==> src/rtl/alu_ctrl_sequencer.sv <==
// ----------------------------------------------------------------------------
// alu_ctrl_sequencer
//
// Registered ALU control sequencer for the EX stage. It takes one opcode per
// valid/ready handshake and decodes it into the ALU control word and the
// mem-stage mux-source bit. Multi-cycle ops (mul, div, swap) hold the control
// word for their full latency, and the block back-pressures ID/EX with a stall
// until the op completes. Illegal opcodes are flagged, and a pipeline flush
// kills the op that is in flight.
//
// Optional feature: define ALU_CTRL_PERF_EN to add a saturating 16-bit counter
// of producer stall cycles (perf_stall_cnt).
//
// Parameters:
//   OP_W     : opcode width (>= 4)
//   CTRL_W   : control word width (>= 5); bit CTRL_W-1 is the mem-stage mux source
//   MUL_LAT  : cycles ctrl is held for multiply (1..15)
//   DIV_LAT  : cycles ctrl is held for divide   (1..15)
//   SWAP_LAT : cycles ctrl is held for swap     (1..15)
//
// Ports:
//   clk            : clock, rising edge
//   rst_n          : asynchronous active-low reset
//   in_valid       : opcode is valid
//   in_ready       : sequencer can accept an opcode this cycle
//   opcode         : instruction ALU-op field
//   flush          : synchronous kill of the in-flight op
//   out_valid      : ctrl is valid this cycle
//   ctrl           : ALU control word (registered)
//   mem_src        : copy of ctrl[CTRL_W-1]
//   last           : final cycle of the current op
//   stall          : inverse of in_ready; drives the ID/EX hold
//   op_illegal     : current op was illegal (only meaningful with out_valid)
//   perf_stall_cnt : cycles with in_valid && !in_ready (ALU_CTRL_PERF_EN only)
// ----------------------------------------------------------------------------
module alu_ctrl_sequencer #(
    parameter int OP_W     = 4,
    parameter int CTRL_W   = 5,
    parameter int MUL_LAT  = 3,
    parameter int DIV_LAT  = 8,
    parameter int SWAP_LAT = 2
) (
    input  logic              clk,
    input  logic              rst_n,
    input  logic              in_valid,
    output logic              in_ready,
    input  logic [OP_W-1:0]   opcode,
    input  logic              flush,
    output logic              out_valid,
    output logic [CTRL_W-1:0] ctrl,
    output logic              mem_src,
    output logic              last,
    output logic              stall,
    output logic              op_illegal
`ifdef ALU_CTRL_PERF_EN
    ,
    output logic [15:0]       perf_stall_cnt
`endif
);

    typedef enum logic [0:0] {
        IDLE = 1'b0,
        EXEC = 1'b1
    } state_t;

    typedef struct packed {
        logic [CTRL_W-1:0] ctrl;
        logic              illegal;
        logic [3:0]        lat;
    } dec_t;

    // Decode one opcode into control word, illegal flag and hold latency.
    // For the legal range 0..9 the low control bits are simply the opcode.
    function automatic dec_t decode_op(input logic [OP_W-1:0] op);
        dec_t d;
        d.ctrl    = '0;
        d.illegal = 1'b0;
        d.lat     = 4'd1;
        if (op > OP_W'(4'd9)) begin
            d.illegal = 1'b1;
        end else begin
            d.ctrl[3:0] = op[3:0];
            case (op[3:0])
                4'd2: d.lat = 4'(MUL_LAT);
                4'd3: d.lat = 4'(DIV_LAT);
                4'd5: begin
                    d.lat              = 4'(SWAP_LAT);
                    d.ctrl[CTRL_W-1]   = 1'b1;
                end
                default: d.lat = 4'd1;
            endcase
        end
        return d;
    endfunction

    state_t            state_r;
    logic [3:0]        cnt_r;
    logic              out_valid_r;
    logic [CTRL_W-1:0] ctrl_r;
    logic              mem_src_r;
    logic              last_r;
    logic              op_illegal_r;

    logic              in_ready_s;
    logic              accept_s;
    dec_t              dec_s;

    // Ready whenever idle or on the final cycle of the current op, so
    // single-cycle ops stream back to back without a bubble.
    always_comb begin
        in_ready_s = 1'b0;
        accept_s   = 1'b0;
        dec_s      = decode_op(opcode);
        if (state_r == IDLE) begin
            in_ready_s = 1'b1;
        end else if (cnt_r == 4'd1) begin
            in_ready_s = 1'b1;
        end else begin
            in_ready_s = 1'b0;
        end
        accept_s = in_valid && in_ready_s;
    end

    // Sequencer FSM: load on accept, count down the hold, return to idle.
    always_ff @(posedge clk or negedge rst_n) begin
        if (!rst_n) begin
            state_r      <= IDLE;
            cnt_r        <= 4'd0;
            out_valid_r  <= 1'b0;
            ctrl_r       <= '0;
            mem_src_r    <= 1'b0;
            last_r       <= 1'b0;
            op_illegal_r <= 1'b0;
        end else if (flush) begin
            // Flush wins over a same-cycle accept; the new opcode is dropped.
            state_r      <= IDLE;
            cnt_r        <= 4'd0;
            out_valid_r  <= 1'b0;
            ctrl_r       <= '0;
            mem_src_r    <= 1'b0;
            last_r       <= 1'b0;
            op_illegal_r <= 1'b0;
        end else if (accept_s) begin
            state_r      <= EXEC;
            cnt_r        <= dec_s.lat;
            out_valid_r  <= 1'b1;
            ctrl_r       <= dec_s.ctrl;
            mem_src_r    <= dec_s.ctrl[CTRL_W-1];
            last_r       <= (dec_s.lat == 4'd1);
            op_illegal_r <= dec_s.illegal;
        end else if ((state_r == EXEC) && (cnt_r > 4'd1)) begin
            // Hold the control word; last is registered one cycle ahead.
            cnt_r  <= cnt_r - 4'd1;
            last_r <= (cnt_r == 4'd2);
        end else if (state_r == EXEC) begin
            // Op completed with no follow-on accept.
            state_r      <= IDLE;
            cnt_r        <= 4'd0;
            out_valid_r  <= 1'b0;
            ctrl_r       <= '0;
            mem_src_r    <= 1'b0;
            last_r       <= 1'b0;
            op_illegal_r <= 1'b0;
        end else begin
            state_r <= state_r;
        end
    end

`ifdef ALU_CTRL_PERF_EN
    logic [15:0] perf_stall_cnt_r;

    // Saturating count of cycles where the producer is held off; flush does not clear it.
    always_ff @(posedge clk or negedge rst_n) begin
        if (!rst_n) begin
            perf_stall_cnt_r <= 16'h0000;
        end else if (in_valid && !in_ready_s && (perf_stall_cnt_r != 16'hFFFF)) begin
            perf_stall_cnt_r <= perf_stall_cnt_r + 16'h0001;
        end else begin
            perf_stall_cnt_r <= perf_stall_cnt_r;
        end
    end

    assign perf_stall_cnt = perf_stall_cnt_r;
`endif

    assign in_ready   = in_ready_s;
    assign stall      = !in_ready_s;
    assign out_valid  = out_valid_r;
    assign ctrl       = ctrl_r;
    assign mem_src    = mem_src_r;
    assign last       = last_r;
    assign op_illegal = op_illegal_r;

endmodule
==> config.mk <==
export PLATFORM = sky130hd
export DESIGN_NAME = alu_ctrl_sequencer
export DESIGN_NICKNAME = d
export VERILOG_FILES = /design/src/rtl/alu_ctrl_sequencer.sv
export SDC_FILE = /design/constraint.sdc
export NUM_CORES = 1
export LEC_CHECK = 0
export CAP_MARGIN = 0
export CORE_MARGIN = 8
export CORE_UTILIZATION = 45
export DETAILED_ROUTE_END_ITERATION = 8
export PLACE_DENSITY = 0.76
export SLEW_MARGIN = 20
export SYNTH_ARGS = -nofsm -noshare
export SYNTH_HDL_FRONTEND = slang
export SYNTH_SLANG_ARGS = --single-unit
export TNS_END_PERCENT = 10
==> constraint.sdc <==
create_clock -name clk -period 1.9 [get_ports clk]
set_input_delay 0.38 -clock clk [delete_from_list [all_inputs] [get_ports clk]]
set_output_delay 0.38 -clock clk [all_outputs]
set_load 0.01 [all_outputs]
==> reports/summary.md, run 1 <==
Status
• finished, final reports clean — outcome

Placed design
• 108 — number of cells after detailed placement
• 18 — Port Buf Inserts
• 0.768 — final weighted congestion of routability-driven global placement
• 1350 µm — Final HPWL DP

Pwr
• 505 µV — Max IR drop VDD
• 647 nW/µm² — PD cells
• 0.489 nW — Leakage

Floorplan
• 19 — number of top-level pins
• 1470 µm² — placeable core area
• 55.1 µm — height of the chip
• 55.1 µm — Die Wd
• 3040 µm² — Die Outline Area
• 0.469 — Starting Density
• 14 — row cnt

Yosys
• 64 — synthesized instance count
• 0 — fraction of synthesized area in multiplexers
• 0 — Syn. warnings
• 689 µm² — post-synth design cell area
• 0 — Post-synth EDFFs
• dfrtp_1 — most used flip-flop cell after synthesis
• dfrtp_1 — most used standard cell by instance count after synthesis
• dfrtp_1 — Yosys top cell by area
• 1.00 — Synth async-reset ratio
• compound AO/OA/AOI/OAI gates — main combinational cell family by area after synthesis
• 75 — post-synth net total
• 13 — register bit count reported by yosys
• 0.0254 — post-synthesis xor/xnor area fraction
• 0.472 — sequential cell area fraction in the yosys report
• 13 x dfrtp_1, 5 x inv_1, 5 x nor2_1, 4 x nand2_1 — synth cell count leaders
• 0.227 — share of the synthesized area in compound gates (AO/OA/AOI/OAI)
• 27 — Netlist cell types
• 10.8 µm² — post-synthesis average cell area
• dfrtp_1 47%, ha_1 5.4%, a211o_1 3.8% — main area contributors after synthesis
• 0.0544 — adder and majority gate portion of the synthesized area
• 0.472 — top cell type's share of synthesized area
• 0.183 — area share of and/or/nand/nor cells after synthesis

STA
• 1870 ps — final period demand of the worst path
• 3.97 ps — Clock Skew
• 599 ps — slew at the pin closest to its max-slew limit
• true — unrepaired setup endpoints after global routing
• 0 — final count of negative-setup-slack endpoints
• 0 — Final Hold Viols
• 0.983 — portion of the clock cycle consumed by the worst path in the final layout
• 536 MHz — timing-limited maximum frequency
• 0 — Final Slew Violations
• 0.599 — max_slew headroom

Setup path
• reg -> out — WS Path Type
• dfrtp_1 — library cell contributing the largest single delay on the critical path
• inv_2 — cell repeated most along the worst path
• 1520 ps — worst endpoint required time
• 3 — worst path bufs/invs
• inv_2 > ha_4 > or3b_4 > nand2_4 > inv_2 > buf_6 — crit-path cells
• output pin — element type at the critical path end
• 390 ps — longest individual stage delay on the worst path
• simple AND/OR/NAND/NOR gates — cell class contributing the biggest share of worst-path delay
• 2 — CP Max Fanout
• 50 ps — reg-to-reg setup timing slack
• 1490 ps — CP arrival
• flop — Worst Setup Start Kind

Run
• 0 — Max Cap Viol

Clocking
• 0 — hold bufs inserted after CTS
• 1 — total number of H-tree levels
• 3 — clock buffer count from CTS
• 270 ps — Clock Latency Late Sink
• 2 — buffer depth of the longest clock path
• 13 — clock sinks
• clkbuf_4 — CTS root buffer
• 80 ps — register clock-pin slew on the reported worst setup and hold paths
• built — TritonCTS clock tree

Worst hold path
• in -> async — worst min path class

Global routing
• 2880 µm — first-pass GRT wire length
• 651 — number of global-route vias before repair
• 14 — largest net degree at the start of global routing
• 0 — GR Overflow Total
• 0 — number of antenna violations at the first check in global routing
• 0.132 — global-route usage over all layers

Detailed routing
• 5.56 — Via density
• 4 — number of iterations in the first detailed-routing pass
• 0 — remaining antenna violation count
• 9 — drt initial violations
• 1780 µm — Total Wirelength
• 15.8 µm — average routed wire per standard cell
• 0 — DRC violation count after routing
• 628 — number of vias in the routed layout

Final layout
• 109 — final layout net count
• 0.330 — fraction of layout cells with a size suffix above 1
• 50.5% — Area growth syn-to-layout
• 113 — post-layout instance count excluding filler cells
• 0.705 — post-layout utilization of the core
• 0 — Antenna diodes

[per-layer routing]
layer | global-route usage | wire length [µm] | vias to the layer above
li1 | - | - | 309
met1 | 0.154 | 777 | 295
met2 | 0.215 | 874 | 16
met3 | 0.0267 | 85 | 8
met4 | 0.0840 | 44 | 0
met5 | 0 | 0 | -
[cell usage in the layout, fill, tap and decap left out, drive strengths merged]
master	netlist	routed
o22ai	1	1
nor3b	2	2
or3	1	1
a31o	1	1
dfrtp	13	13
nand2	4	4
nor4bb	1	1
a32o	2	2
or3b	1	1
a21o	2	2
clkdlybuf4s50	0	16
o21ai	3	3
o311ai	1	1
xnor2	2	2
nand2b	1	1
a21oi	1	1
a211o	3	3
buf	1	14
o2bb2ai	1	1
nand3b	1	1
clkinv	0	1
clkbuf	0	3
nor4b	2	2
a22o	3	3
inv	5	5
ha	3	3
o221ai	1	1
nor3	3	3
nor2	5	5
[stage by stage]
stage,setup WS (ps),area (µm²),hold WS (ps),TNS (ps),power (mW)
6_report,33.0,1040,476,0,0.671
5_1_grt,-41.3,1040,517,-107,0.713
4_1_cts,-6.21,1000,490,-9.57,0.663
3_5_place_dp,-96.5,965,481,-178,0.489
3_3_place_gp,-43.5,965,462,-69.4,0.482
2_1_floorplan,157,689,84.4,0,0.389
[where the power goes]
part / internal (mW) / total, mW / switching, mW
Clock: 0.0780 / 0.171 / 0.0925
Sequential: 0.294 / 0.309 / 0.0151
Combinational: 0.101 / 0.191 / 0.0907
Total: 0.473 / 0.671 / 0.198
[layout make-up]
type	count	area, µm²
Clock buffer	3	22.5
Multi-Input combinational cell	45	379
Inverter	5	18.8
Tap cell	16	20.0
Sequential cell	13	325
Fill cell	108	434
Clock inverter	1	5.00
Timing Repair Buffer	30	267
[sequential cells by signal, summed over array words and instances, names as in the netlist]
name and flops:
out_valid 1, cnt_r 4, op_illegal 1, ctrl 5, state_r 1, last 1
[path summary, 6_finish.rpt]
path,end,cells past startpoint,startpoint
worst max-delay path,stall,6,cnt_r[1]$_DFFE_PN0P_
worst min-delay path,last$_DFFE_PN0P_,1,rst_n
max in group asynchronous,ctrl[4]$_DFFE_PN0P_,1,rst_n
min in group clk,ctrl[0]$_DFFE_PN0P_,1,ctrl[0]$_DFFE_PN0P_
worst min register to register,ctrl[0]$_DFFE_PN0P_,1,ctrl[0]$_DFFE_PN0P_
worst max register to register,cnt_r[1]$_DFFE_PN0P_,8,cnt_r[0]$_DFFE_PN0P_
[timing repair]
item	4_1_cts	5_1_grt
hold endpoints to repair	0	0
buffers inserted	0	1
setup endpoints to repair	2	12
gates resized for setup	13	9
pin swaps	1	1
[cell families (layout without fill, tap and decap cells)]
| logic type | Yosys count | count (layout) |
|---|---|---|
| buf+inv | 6 | 39 |
| simple gates | 21 | 21 |
| flops | 13 | 13 |
| fa+ha+maj | 3 | 3 |
| compound gates | 19 | 19 |
| xor+xnor | 2 | 2 |
Power figures use the tool's default switching activity.
==> inputs of run 2 (changes only) <==
==> constraint.sdc (replaced) <==
create_clock -name clk -period 1.9 [get_ports clk]
set_input_delay 0.38 -clock clk [delete_from_list [all_inputs] [get_ports clk]]
set_output_delay 0.38 -clock clk [all_outputs]
set_load 0.02 [all_outputs]
==> run 2 against run 1 <==
Effect of this change:
- combinational power about the same
- cell count unchanged
- register-to-register slack better by 40 ps
- largest power group unchanged
==> reports/summary.md, run 2 (synthesis results as in run 1) <==
STA
• 530 MHz — timing-limited maximum frequency
• 0 — Final Slew Violations
• true — unrepaired setup endpoints after global routing
• 4.61 ps — Clock Skew
• 1890 ps — final period demand of the worst path
• 0 — Final Hold Viols
• 14.1 ps — setup slack after layout
• 0 — final count of negative-setup-slack endpoints
• 0.993 — portion of the clock cycle consumed by the worst path in the final layout
• 574 ps — slew at the pin closest to its max-slew limit
• 0.616 — max_slew headroom

Placed design
• 108 — number of cells after detailed placement
• -132 ps — Place WS
• 18 — Port Buf Inserts
• 1280 µm — Final HPWL DP
• 0.778 — final weighted congestion of routability-driven global placement

Final layout
• 109 — final layout net count
• 0.685 — post-layout utilization of the core
• 5 — number of flip-flops under the largest register name
• 325 µm² — sequential cell area in the final layout
• 0 — Antenna diodes
• 350 µm² — multi-input logic area
• 113 — post-layout instance count excluding filler cells
• clkdlybuf4s50_1 — leading cell type in the layout, fill and taps excluded
• 0.278 — fraction of layout cells with a size suffix above 1
• 117 — number of filler instances in the final layout
• 46.1% — Area growth syn-to-layout
• 16 x clkdlybuf4s50_1, 13 x dfrtp_1, 12 x buf_4 — most frequent cells in the layout

Pwr
• 654 µV — Max IR drop VDD
• 0.483 nW — Leakage
• 657 nW/µm² — PD cells

Detailed routing
• 0 — remaining antenna violation count
• 4 — number of iterations in the first detailed-routing pass
• 1690 µm — Total Wirelength
• 5.59 — Via density
• 6 — drt initial violations
• 14.9 µm — average routed wire per standard cell
• 0 — DRC violation count after routing
• 632 — number of vias in the routed layout

Status
• finished, final reports clean — outcome

Floorplan
• 3040 µm² — Die Outline Area
• 55.1 µm — Die Wd
• 14 — row cnt
• 55.1 µm — height of the chip
• 19 — number of top-level pins
• 0.469 — Starting Density
• 1470 µm² — placeable core area

Global routing
• 14 — largest net degree at the start of global routing
• 0.130 — global-route usage over all layers
• 0 — number of antenna violations at the first check in global routing
• 616 — number of global-route vias before repair
• 2820 µm — first-pass GRT wire length
• 0 — GR Overflow Total

Clocking
• built — TritonCTS clock tree
• 13 — clock sinks
• 3 — clock buffer count from CTS
• clkbuf_4 — CTS root buffer
• 270 ps — Clock Latency Late Sink
• 2 — buffer depth of the longest clock path
• 70 ps — register clock-pin slew on the reported worst setup and hold paths
• 1 — total number of H-tree levels
• 0 — hold bufs inserted after CTS

Setup path
• 400 ps — longest individual stage delay on the worst path
• output pin — element type at the critical path end
• reg -> out — WS Path Type
• dfrtp_1 — library cell contributing the largest single delay on the critical path
• flop — Worst Setup Start Kind
• 2 — CP Max Fanout
• inv_2 > ha_2 > or3b_4 > nand2_2 > buf_2 — crit-path cells
• 1520 ps — worst endpoint required time
• 1510 ps — CP arrival

Worst hold path
• in -> async — worst min path class

Run
• 0 — Max Cap Viol

[run 2: per-stage QoR]
step	hold slack [ps]	setup TNS (ps)	cell area, µm²	total power, mW
6_report	475	0	1010	0.661
5_1_grt	511	-134	1010	0.705
3_3_place_gp	462	-198	965	0.493
2_1_floorplan	84.4	0	689	0.400
3_5_place_dp	466	-233	965	0.496
4_1_cts	483	-10.5	981	0.655
[run 2: final timing paths]
| path | slack (ps) | startpoint | endpoint | cells after the start |
|---|---|---|---|---|
| max in group asynchronous | 1050 | rst_n | op_illegal$_DFFE_PN0P_ | 1 |
| max reg2reg | 90 | cnt_r[1]$_DFFE_PN0P_ | cnt_r[3]$_DFFE_PN0P_ | 6 |
| min in group clk | 480 | out_valid$_DFFE_PN0P_ | out_valid$_DFFE_PN0P_ | 1 |
| min | 470 | rst_n | ctrl[3]$_DFFE_PN0P_ | 1 |
| min reg2reg | 480 | out_valid$_DFFE_PN0P_ | out_valid$_DFFE_PN0P_ | 1 |
| max | 10 | cnt_r[1]$_DFFE_PN0P_ | in_ready | 5 |
[run 2: worst max-delay path: cells and delay by family, from the launching register on]
family / cells / cell delay [ps]
fa+ha+maj: 1 / 160
simple gates: 2 / 460
buf+inv: 2 / 220
flops: 1 / 400
[run 2: what timing repair did]
action	in CTS	in global routing
resized for setup	8	9
setup endpoints to repair	2	8
pin swaps	1	0
buffers inserted	0	1
[run 2: cell type report]
class / count / share of cell area
Inverter: 5 / 0.0186
Timing Repair Buffer: 30 / 0.265
Sequential cell: 13 / 0.323
Clock buffer: 4 / 0.0261
Multi-Input combinational cell: 45 / 0.348
Tap cell: 16 / 0.0199
[run 2: metal layers]
layer,routed length [µm],vias to the layer above,track usage
met5,0,-,0
met4,76,0,0.100
met3,74,6,0.0321
met2,802,14,0.194
met1,734,303,0.157
li1,-,309,-
[run 2: where the power goes]
part | internal [mW] | switching [mW] | total (mW)
clock | 0.0813 | 0.0809 | 0.162
combinational | 0.0972 | 0.0949 | 0.192
sequential | 0.294 | 0.0126 | 0.307
==> inputs of run 3 (changes only) <==
--- a/config.mk
+++ b/config.mk
@@ -7,9 +7,10 @@
 export LEC_CHECK = 0
 export CAP_MARGIN = 0
 export CORE_MARGIN = 8
-export CORE_UTILIZATION = 45
+export CORE_UTILIZATION = 48
+export CTS_BUF_LIST = sky130_fd_sc_hd__clkbuf_2
 export DETAILED_ROUTE_END_ITERATION = 8
-export PLACE_DENSITY = 0.76
+export PLACE_DENSITY = 0.8
 export SLEW_MARGIN = 20
 export SYNTH_ARGS = -nofsm -noshare
 export SYNTH_HDL_FRONTEND = slang
==> run 3 against run 2 <==
Effect of this change:
- the flow now finishes with violations (negative setup slack)
- non-clock buffer count unchanged
- core utilization rose by 8.2 points
- setup slack worse by 15 ps
- critical path type unchanged
- largest power group unchanged
- via count rose by 1.6%
- final area is 0.25% higher
==> reports/summary.md, run 3 (synthesis results as in run 1) <==
Final layout
• 109 — final layout net count
• 325 µm² — sequential cell area in the final layout
• 0.278 — fraction of layout cells with a size suffix above 1
• 46.5% — Area growth syn-to-layout
• clkdlybuf4s50_1 — leading cell type in the layout, fill and taps excluded
• 358 µm² — multi-input logic area
• 91 — number of filler instances in the final layout
• 5 — number of flip-flops under the largest register name
• 112 — post-layout instance count excluding filler cells
• 16 x clkdlybuf4s50_1, 13 x dfrtp_1, 13 x buf_4 — most frequent cells in the layout
• 0 — Antenna diodes

Worst hold path
• in -> async — worst min path class

STA
• 0 — Final Slew Violations
• 1900 ps — final period demand of the worst path
• true — unrepaired setup endpoints after global routing
• 526 MHz — timing-limited maximum frequency
• 1.00 — portion of the clock cycle consumed by the worst path in the final layout
• 447 ps — Final Hold Slack
• -0.829 ps — final total negative setup slack
• 4.48 ps — Clock Skew
• 1 — final count of negative-setup-slack endpoints
• 0 — Final Hold Viols
• 568 ps — slew at the pin closest to its max-slew limit
• -0.829 ps — setup slack after layout
• 0.620 — max_slew headroom

Status
• negative setup slack — failing checks
• finished with violations — outcome

Floorplan
• 13 — row cnt
• 53.9 µm — height of the chip
• 53.9 µm — Die Wd
• 2910 µm² — Die Outline Area
• 19 — number of top-level pins
• 1320 µm² — placeable core area
• 0.523 — Starting Density

Setup path
• flop — Worst Setup Start Kind
• 2 — CP Max Fanout
• 1520 ps — worst endpoint required time
• reg -> out — WS Path Type
• cnt_r[3]$_DFFE_PN0P_ — end of the worst register-to-register path
• 6 — number of cell instances on the worst register-to-register path
• cnt_r[1]$_DFFE_PN0P_ — start of the worst register-to-register path
• output pin — element type at the critical path end
• 80 ps — reg-to-reg setup timing slack
• 1520 ps — CP arrival

Pwr
• 0.488 nW — Leakage
• 0.655 mW — final total power
• 648 nW/µm² — PD cells
• 421 µV — Max IR drop VDD

Placed design
• -192 ps — Place WS
• 1360 µm — Final HPWL DP
• 0.798 — final weighted congestion of routability-driven global placement
• 18 — Port Buf Inserts
• 107 — number of cells after detailed placement

Global routing
• 2940 µm — first-pass GRT wire length
• 14 — largest net degree at the start of global routing
• 0.139 — global-route usage over all layers
• 0 — number of antenna violations at the first check in global routing
• 0 — GR Overflow Total
• 647 — number of global-route vias before repair

Clocking
• clkbuf_2 — CTS root buffer
• 1 — total number of H-tree levels
• 130 ps — register clock-pin slew on the reported worst setup and hold paths
• 3 — clock buffer count from CTS
• 0 — hold bufs inserted after CTS
• built — TritonCTS clock tree
• 13 — clock sinks
• 2 — buffer depth of the longest clock path
• 280 ps — Clock Latency Late Sink

Run
• 0 — Max Cap Viol

Detailed routing
• 8 — drt initial violations
• 0 — DRC violation count after routing
• 15.6 µm — average routed wire per standard cell
• 1750 µm — Total Wirelength
• 0 — remaining antenna violation count
• 4 — number of iterations in the first detailed-routing pass
• 642 — number of vias in the routed layout
• 5.73 — Via density

[run 3: final cells by class]
type,count,area share
Inverter,5,0.0186
Tap cell,15,0.0186
Sequential cell,13,0.322
Timing Repair Buffer,30,0.266
Clock buffer,4,0.0198
Multi-Input combinational cell,45,0.354
[run 3: worst max-delay path, stage by stage (launching register included)]
cell and delay, ps:
dfrtp_1 420, inv_2 90, ha_4 120, or3b_4 380
nand2_2 80, inv_2 40, buf_6 120
[run 3: how the worst max path moves through the flow]
| stage | endpoint | slack [ps] | from | cells past startpoint |
|---|---|---|---|---|
| 4_1_cts | stall | -10 | cnt_r[1]$_DFFE_PN0P_ | 6 |
| 6_report | stall | -0.8 | cnt_r[1]$_DFFE_PN0P_ | 6 |
| 5_1_grt | stall | -50 | cnt_r[1]$_DFFE_PN0P_ | 6 |
| 3_3_place_gp | in_ready | -110 | cnt_r[1]$_DFFE_PN0P_ | 5 |
| 2_1_floorplan | ctrl[0]$_DFFE_PN0P_ | 10 | cnt_r[1]$_DFFE_PN0P_ | 7 |
| 3_5_place_dp | in_ready | -190 | cnt_r[1]$_DFFE_PN0P_ | 5 |
[run 3: routing by layer]
layer	vias to the layer above	GRT usage	routed length [µm]
met5	-	0	0
met1	311	0.159	789
met3	7	0.0523	123
met2	18	0.220	794
li1	306	-	-
met4	0	0.0756	43
[run 3: where the power goes]
group,leakage [nW],internal (mW),switching (mW),total (mW)
clock network,0.0166,0.0558,0.0927,0.148
registers,0.176,0.294,0.0140,0.308
logic,0.296,0.101,0.0972,0.198
[run 3: stage by stage]
stage                util  instance area, µm²
finish              0.766                1010
global route        0.766                1010
CTS                 0.764                1010
detailed placement  0.731                 963
global placement    0.731                 963
floorplan               -                 689
[run 3: what timing repair did]
action	in CTS	in global routing
pin swaps	1	0
buffers inserted	1	0
gates resized for setup	17	1
setup endpoints to repair	3	6
